==> src/rtl/gumnut_data_arbiter.sv <==
// gumnut_data_arbiter
// Round-robin arbiter sharing the data-memory bus between the Gumnut core data
// port (m0) and a second master (m1, DMA/debug). A grant is locked for as long
// as the owner holds cyc. The owner's cyc/stb/we/adr/dat are muxed to the slave.
// ack and read data are routed back to the owner only.
//
// Optional feature (macro ARB_TIMEOUT_EN): a watchdog that aborts a strobe left
// unacknowledged for TO_CYCLES cen-qualified cycles. It pulses the owner's err
// and locks that master out until it drops cyc. Without the macro, err is
// tied low and the arbiter waits for ack indefinitely.
//
// Ports:
//   clk, rst (async, active low), cen (clock enable for all state)
//   m0_* / m1_*   master side: cyc, stb, we, adr, dat in; dat, ack, err out
//   s_*           slave side: cyc, stb, we, adr, dat out; dat, ack in
//   gnt_o         one-hot owner: 01=m0, 10=m1, 00=none
module gumnut_data_arbiter #(
  parameter int unsigned AW        = 8,
  parameter int unsigned DW        = 8,
  parameter int unsigned TO_CYCLES = 15
) (
  input  logic          clk,
  input  logic          rst,
  input  logic          cen,
  input  logic          m0_cyc_i,
  input  logic          m0_stb_i,
  input  logic          m0_we_i,
  input  logic [AW-1:0] m0_adr_i,
  input  logic [DW-1:0] m0_dat_i,
  output logic [DW-1:0] m0_dat_o,
  output logic          m0_ack_o,
  output logic          m0_err_o,
  input  logic          m1_cyc_i,
  input  logic          m1_stb_i,
  input  logic          m1_we_i,
  input  logic [AW-1:0] m1_adr_i,
  input  logic [DW-1:0] m1_dat_i,
  output logic [DW-1:0] m1_dat_o,
  output logic          m1_ack_o,
  output logic          m1_err_o,
  output logic          s_cyc_o,
  output logic          s_stb_o,
  output logic          s_we_o,
  output logic [AW-1:0] s_adr_o,
  output logic [DW-1:0] s_dat_o,
  input  logic [DW-1:0] s_dat_i,
  input  logic          s_ack_i,
  output logic [1:0]    gnt_o
);

  typedef enum logic [1:0] {StIdle, StGnt0, StGnt1} state_e;

  state_e state_q;
  logic   last_gnt_q;  // 0: m0 granted last, 1: m1 granted last
  logic   own0, own1;
  logic   req0, req1;
  logic   timeout;     // owner's strobe aborted on this cen edge
  logic   blank;       // suppress slave cyc/stb for the cycle after a timeout

  assign own0 = (state_q == StGnt0);
  assign own1 = (state_q == StGnt1);

`ifdef ARB_TIMEOUT_EN
  localparam int unsigned CntW = (TO_CYCLES < 2) ? 1 : $clog2(TO_CYCLES);

  logic [CntW-1:0] cnt_q;
  logic            err0_q, err1_q;
  logic            lock0_q, lock1_q;
  logic            own_stb;

  // A timed-out master may not request again until it has dropped cyc.
  assign req0     = m0_cyc_i & ~lock0_q;
  assign req1     = m1_cyc_i & ~lock1_q;
  assign own_stb  = (own0 & m0_cyc_i & m0_stb_i) | (own1 & m1_cyc_i & m1_stb_i);
  assign timeout  = own_stb & ~s_ack_i & (cnt_q == CntW'(TO_CYCLES - 1));
  assign blank    = err0_q | err1_q;
  assign m0_err_o = err0_q;
  assign m1_err_o = err1_q;

  always_ff @(posedge clk or negedge rst) begin
    if (!rst) begin
      cnt_q   <= '0;
      err0_q  <= 1'b0;
      err1_q  <= 1'b0;
      lock0_q <= 1'b0;
      lock1_q <= 1'b0;
    end else begin
      err0_q <= 1'b0;
      err1_q <= 1'b0;
      if (cen) begin
        if (!m0_cyc_i) lock0_q <= 1'b0;
        if (!m1_cyc_i) lock1_q <= 1'b0;
        if (timeout) begin
          cnt_q  <= '0;
          err0_q <= own0;
          err1_q <= own1;
          if (own0) lock0_q <= 1'b1;
          if (own1) lock1_q <= 1'b1;
        end else if (own_stb && !s_ack_i) begin
          cnt_q <= cnt_q + 1'b1;
        end else begin
          // Idle, stb low, ack, or owner dropped cyc (grant change)
          cnt_q <= '0;
        end
      end
    end
  end
`else
  logic unused_to;

  assign req0      = m0_cyc_i;
  assign req1      = m1_cyc_i;
  assign timeout   = 1'b0;
  assign blank     = 1'b0;
  assign m0_err_o  = 1'b0;
  assign m1_err_o  = 1'b0;
  assign unused_to = ^TO_CYCLES;
`endif

  always_ff @(posedge clk or negedge rst) begin
    if (!rst) begin
      state_q    <= StIdle;
      last_gnt_q <= 1'b1;
    end else if (cen) begin
      unique case (state_q)
        StIdle: begin
          if (req0 && (!req1 || last_gnt_q)) begin
            state_q    <= StGnt0;
            last_gnt_q <= 1'b0;
          end else if (req1) begin
            state_q    <= StGnt1;
            last_gnt_q <= 1'b1;
          end
        end
        StGnt0: begin
          if (timeout || !m0_cyc_i) begin
            if (req1) begin
              state_q    <= StGnt1;
              last_gnt_q <= 1'b1;
            end else begin
              state_q <= StIdle;
            end
          end
        end
        StGnt1: begin
          if (timeout || !m1_cyc_i) begin
            if (req0) begin
              state_q    <= StGnt0;
              last_gnt_q <= 1'b0;
            end else begin
              state_q <= StIdle;
            end
          end
        end
        default: state_q <= StIdle;
      endcase
    end
  end

  always_comb begin
    s_cyc_o  = 1'b0;
    s_stb_o  = 1'b0;
    s_we_o   = 1'b0;
    s_adr_o  = '0;
    s_dat_o  = '0;
    m0_ack_o = 1'b0;
    m0_dat_o = '0;
    m1_ack_o = 1'b0;
    m1_dat_o = '0;
    if (own0) begin
      s_cyc_o  = m0_cyc_i & ~blank;
      s_stb_o  = m0_stb_i & ~blank;
      s_we_o   = m0_we_i;
      s_adr_o  = m0_adr_i;
      s_dat_o  = m0_dat_i;
      m0_ack_o = s_ack_i & m0_stb_i & ~blank;
      m0_dat_o = s_dat_i;
    end else if (own1) begin
      s_cyc_o  = m1_cyc_i & ~blank;
      s_stb_o  = m1_stb_i & ~blank;
      s_we_o   = m1_we_i;
      s_adr_o  = m1_adr_i;
      s_dat_o  = m1_dat_i;
      m1_ack_o = s_ack_i & m1_stb_i & ~blank;
      m1_dat_o = s_dat_i;
    end
  end

  assign gnt_o = {own1, own0};

endmodule

==> config.mk <==
export PLATFORM = sky130hd
export DESIGN_NAME = gumnut_data_arbiter
export DESIGN_NICKNAME = d
export VERILOG_FILES = /design/src/rtl/gumnut_data_arbiter.sv
export SDC_FILE = /design/constraint.sdc
export NUM_CORES = 1
export LEC_CHECK = 0
export ABC_AREA = 1
export ABC_CLOCK_PERIOD_IN_PS = 1930
export CAP_MARGIN = 20
export CORE_MARGIN = 5
export CORE_UTILIZATION = 27
export DETAILED_ROUTE_END_ITERATION = 7
export GPL_TIMING_DRIVEN = 0
export PLACE_DENSITY = 0.89
export SYNTH_ARGS = -nofsm -noshare
export SYNTH_HDL_FRONTEND = slang
export SYNTH_SLANG_ARGS = --single-unit
==> constraint.sdc <==
create_clock -name clk -period 1.93 [get_ports clk]
set_input_delay 0.386 -clock clk [delete_from_list [all_inputs] [get_ports clk]]
set_output_delay 0.386 -clock clk [all_outputs]
set_load 0.02 [all_outputs]
## Yosys cells after proc, flatten, opt, wreduce, memory -nomap -nowiden

Cells that the tools add are included.

- Register bits: 3
- Bits of input ports: 50
- Output and inout port bits: 41
- Word-level logic and storage cells: 46

- Equality and inequality tests: 6
- Mux-type cells: 29
- Bitwise gates (word level): 2
- Reductions and logical operators: 7

Operators with widths:

| kind | count |
|---|---|
| $mux 8 | 7 |
| $mux 1 | 15 |
| $mux 2 | 5 |
| $ne 2x2->1 const B | 3 |
| $pmux 2 s3 | 1 |
| $reduce_and 5->1 | 1 |
| $reduce_and 4->1 | 1 |
| $ne 3x3->1 const B | 1 |
| $pmux 1 s3 | 1 |
| $reduce_bool 3->1 | 1 |
| $and 1x1->1 | 2 |
| $eq 2x1->1 const B | 1 |
| $eq 2x2->1 const B | 1 |
| $logic_not 2->1 | 1 |
| $logic_and 1x1->1 | 1 |
| $logic_not 1->1 | 1 |
| $logic_or 1x1->1 | 1 |

## Logic depth before layout (Yosys ltp)

- Word-level depth: 5
- Mapped depth: 9
- Mapped depth without buffers: 8

## Worst setup path after synthesis

Ideal clock, no wire load.

- Kind: reg-to-output
- Start: register state_q[1]
- End: output port s_stb_o
- Arrival time: 1,340 ps
- Data required time: 1,544 ps
- Slack: 204 ps
- Stages on the path, launching flop included: 8
- Buffers on the path: 2
- Cell sequence: dfrtp_1 inv_1 ha_1 buf_6 inv_2 buf_6 nand2_1 o22ai_1

- Elaborated cells on any way between the ends: 4
- Classes of those cells: eq/ne: 2; mux: 2

RTL lines:

| element | RTL line | source |
|---|---|---|
| from (decl) | 53 | `state_e state_q;` |
| from (signal assigned) | 122 | `state_q <= StIdle;` |
| from (signal assigned) | 128 | `state_q <= StGnt0;` |
| from (signal assigned) | 131 | `state_q <= StGnt1;` |
| $eq 2x1->1 | 60 | `assign own0 = (state_q == StGnt0);` |
| named net own0 | 55 | `logic own0, own1;` |
| $mux 1 | 170 | `if (own0) begin` |
| to (decl) | 42 | `output logic s_stb_o,` |

The timed path passes the listed nets, and every way through them passes these cells.

## Final worst setup path

- Start: register state_q[0]
- End: output port m1_ack_o

- Elaborated cells on any way between the ends: 4
- Classes of those cells: eq/ne: 2; mux: 2

RTL lines:

| element | RTL line | source |
|---|---|---|
| $eq 2x1->1 | 60 |  |
| named net own0 | 55 |  |
| $mux 1 | 170 |  |
| to (decl) | 39 | `output logic m1_ack_o,` |

The timed path passes the listed nets, and every way through them passes these cells.

==> results.cfg <==
[drt]
route.detailed.drc = 0
drtPass1Iterations = 4
postRouteAntennaNets = 0
drtIter0Drc = 85
post_drt_wl_per_cell_um = 12.6
via_per_inst = 4.41
vias = 1226
drt_wl_total_um = 3500

[power]
p_comb_share_pct = 88.6
internal_power_mw = 1.00
power.leakage_nw = 0.988
clockPowerShare_pct = 5.2
vdd_drop_max_mv = 0.688
swShare_pct = 51.7
pwr_density_cell_mw_per_mm2 = 1160
p_seq_share_pct = 6.2
p_switching_mw = 1.07

[critical_path]
r2r_setup_slack_ns = 0.60
r2r-start = state_q[0]$_DFFE_PN0P_
crit_required_ns = 1.54
crit_start = state_q[0]$_DFFE_PN0P_
worstPathArrival_ns = 1.56
criticalPathCategory = flip-flop to output pin
crit_path_end_kind = output pin
crit_path_start_kind = flip-flop
cp_max_fo = 7
crit_path_end = m1_ack_o
reg2reg_to = state_q[0]$_DFFE_PN0P_
reg2reg_depth = 8

[grt]
globalRoute.busiestLayer = met2
grt_pass1_wl_um = 5260
grt_remaining_overflow = 0
track_usage_pct = 15.6
antenna_found_initial = 0
grt_use_met3_pct = 2.49
grtUsageMet1_pct = 18.7
first_global_vias = 1093
grt_max_degree = 11
met2_usage_pct = 28.4

[yosys]
yosysWarnings = 0
synth.distinct_cells = 20
avgSynthCellArea_um2 = 5.22
ys_seq_area_share_pct = 9.87
synth_area_um2 = 773
netlist_instances = 148
ys_ff_latch = 3

[clock_network]
h-tree-depth = 1
numCtsBuffers = 3
clock-sinks = 3
clk_latency_ns = 0.23
cts-root-buf = clkbuf_4
cts_tree = built
cts_buffer_depth = 2
hold_buffers = 0
cts.reportedPaths.clkPinSlew_ns = 0.04

[flow_run]
drv_cap = 0

[finish]
post-route-util_pct = 64.7
syn2layout_area_growth_pct = 131
drive_gt1_share_pct = 31.2
antenna_cells = 0
final_nets = 302

[timing]
finalHoldViolCount = 0
clock.fmax_mhz = 515
slew_viol_final = 0
min_period_ns = 1.94
period_share_pct = 101
rsz0062_at_grt = true
fin_skew_ns = 0.00117
setup_slack_ns = -0.0126
setup_viol = 1
hold_slack_ns = 0.340

[floorplan]
die_height_um = 63.5
die_x_um = 63.5
rows = 19
die_area_mm2 = 0.00403
start_util_pct = 28.0
ios = 91
core_mm2 = 0.00276

[min_path]
hold_class = primary input to asynchronous set/reset pin

[place]
gp_congestion = 0.808
dp.final_hpwl_um = 2730
io_buffers = 88
dp_slack_ns = -0.317

[status]
status = complete, but fails checks
violations = negative setup slack
==> critical path, cell delays in order (launching register included) <==
cell     delay, ns
dfrtp_2       0.44
ha_4          0.18
buf_6         0.14
inv_6         0.06
buf_6         0.11
nand2_4       0.06
nor3_4        0.20
buf_6         0.14
==> cell usage in the layout (no fill, tap or decap), types with 2 or more instances in the layout <==
cell             count
buf_8                2
ha_1                 2
inv_2                4
o21ai_1              3
clkbuf_4             3
nand2_2              3
inv_1               13
nor3_4               2
buf_6               11
dlygate4sd2_1        4
nand3_1             22
ha_4                 2
clkdlybuf4s50_1     48
nor2_1              10
conb_1               2
clkdlybuf4s15_2      5
buf_2               13
nand2_1             63
buf_4               24
==> kinds of logic (layout without fill, tap and decap cells) <==
kind of cell             after synthesis  count (layout)  synth area share, %
AND/OR/NAND/NOR                      105             105                 59.4
buffers and inverters                 31             129                 21.0
adder cells (fa/ha/maj)                4               4                 6.47
AO/OA/AOI/OAI                          4               4                 2.75
flip-flops                             3               3                 9.87
other                                  1               2                0.485
==> state kept, by name (all words and copies together) (netlist names) <==
signal,flops
last_gnt_q,1
state_q,2
==> power groups by stage <==
stage | sequential [mW] | combinational (mW) | clock (mW)
floorplan | 0.117 | 0.989 | 0
detailed placement | 0.123 | 1.71 | 0
global route | 0.130 | 1.97 | 0.122
finish | 0.128 | 1.83 | 0.108
CTS | 0.118 | 1.67 | 0.113
global placement | 0.121 | 1.70 | 0
==> synthesized netlist by cell type, drive strengths merged <==
master	number	area [um2]
dfrtp	2	50.1
ha	4	50.1
o21ai	3	15.0
conb	1	3.75
nor2	12	55.1
nand2	67	259
nand3	23	120
o22ai	1	6.26
dfstp	1	26.3
buf	13	95.1
nor3	3	25.0
inv	18	67.6
==> metal layers <==
| metal | vias up | routed length (um) | part of all wire (%) |
|---|---|---|---|
| met3 | 2 | 207 | 5.9 |
| met4 | 0 | 21 | 0.60 |
| li1 | 645 | - | - |
| met1 | 533 | 1400 | 40 |
| met5 | - | 0 | 0 |
| met2 | 46 | 1870 | 53 |
==> worst min-delay path by stage <==
stage	start	to	slack [ns]
after floorplan	rst	state_q[0]$_DFFE_PN0P_	0.09
after global placement	last_gnt_q$_DFFE_PN1P_	last_gnt_q$_DFFE_PN1P_	0.49
after detailed placement	last_gnt_q$_DFFE_PN1P_	last_gnt_q$_DFFE_PN1P_	0.49
after CTS	rst	state_q[1]$_DFFE_PN0P_	0.33
after global routing	rst	state_q[1]$_DFFE_PN0P_	0.33
final	rst	state_q[1]$_DFFE_PN0P_	0.34
==> layout make-up <==
| class | count | area [um2] |
|---|---|---|
| multi-input combinational | 115 | 597 |
| fill | 256 | 975 |
| tap | 31 | 38.8 |
| inverter | 18 | 72.6 |
| sequential | 3 | 77.6 |
| clock buffer | 4 | 26.3 |
| timing repair buffer | 94 | 836 |
| buffer | 13 | 135 |
==> timing repair <==
action                                  in CTS  in global routing
pin swaps                                    1                  2
endpoints found under the setup margin      39                 37
buffers inserted                             2                  3
cloned                                       1                  0
gates resized for setup                    169                 25
==> metrics by stage <==
step	area, um2	power, mW	TNS, ns	cells
global placement	1700	1.82	-8.75	268
detailed placement	1700	1.84	-9.38	268
finish	1780	2.07	-0.0126	278
floorplan	777	1.11	0	149
CTS	1690	1.90	0	275
global route	1780	2.23	-0.292	278
No activity file was read; power rests on OpenSTA's default activity.
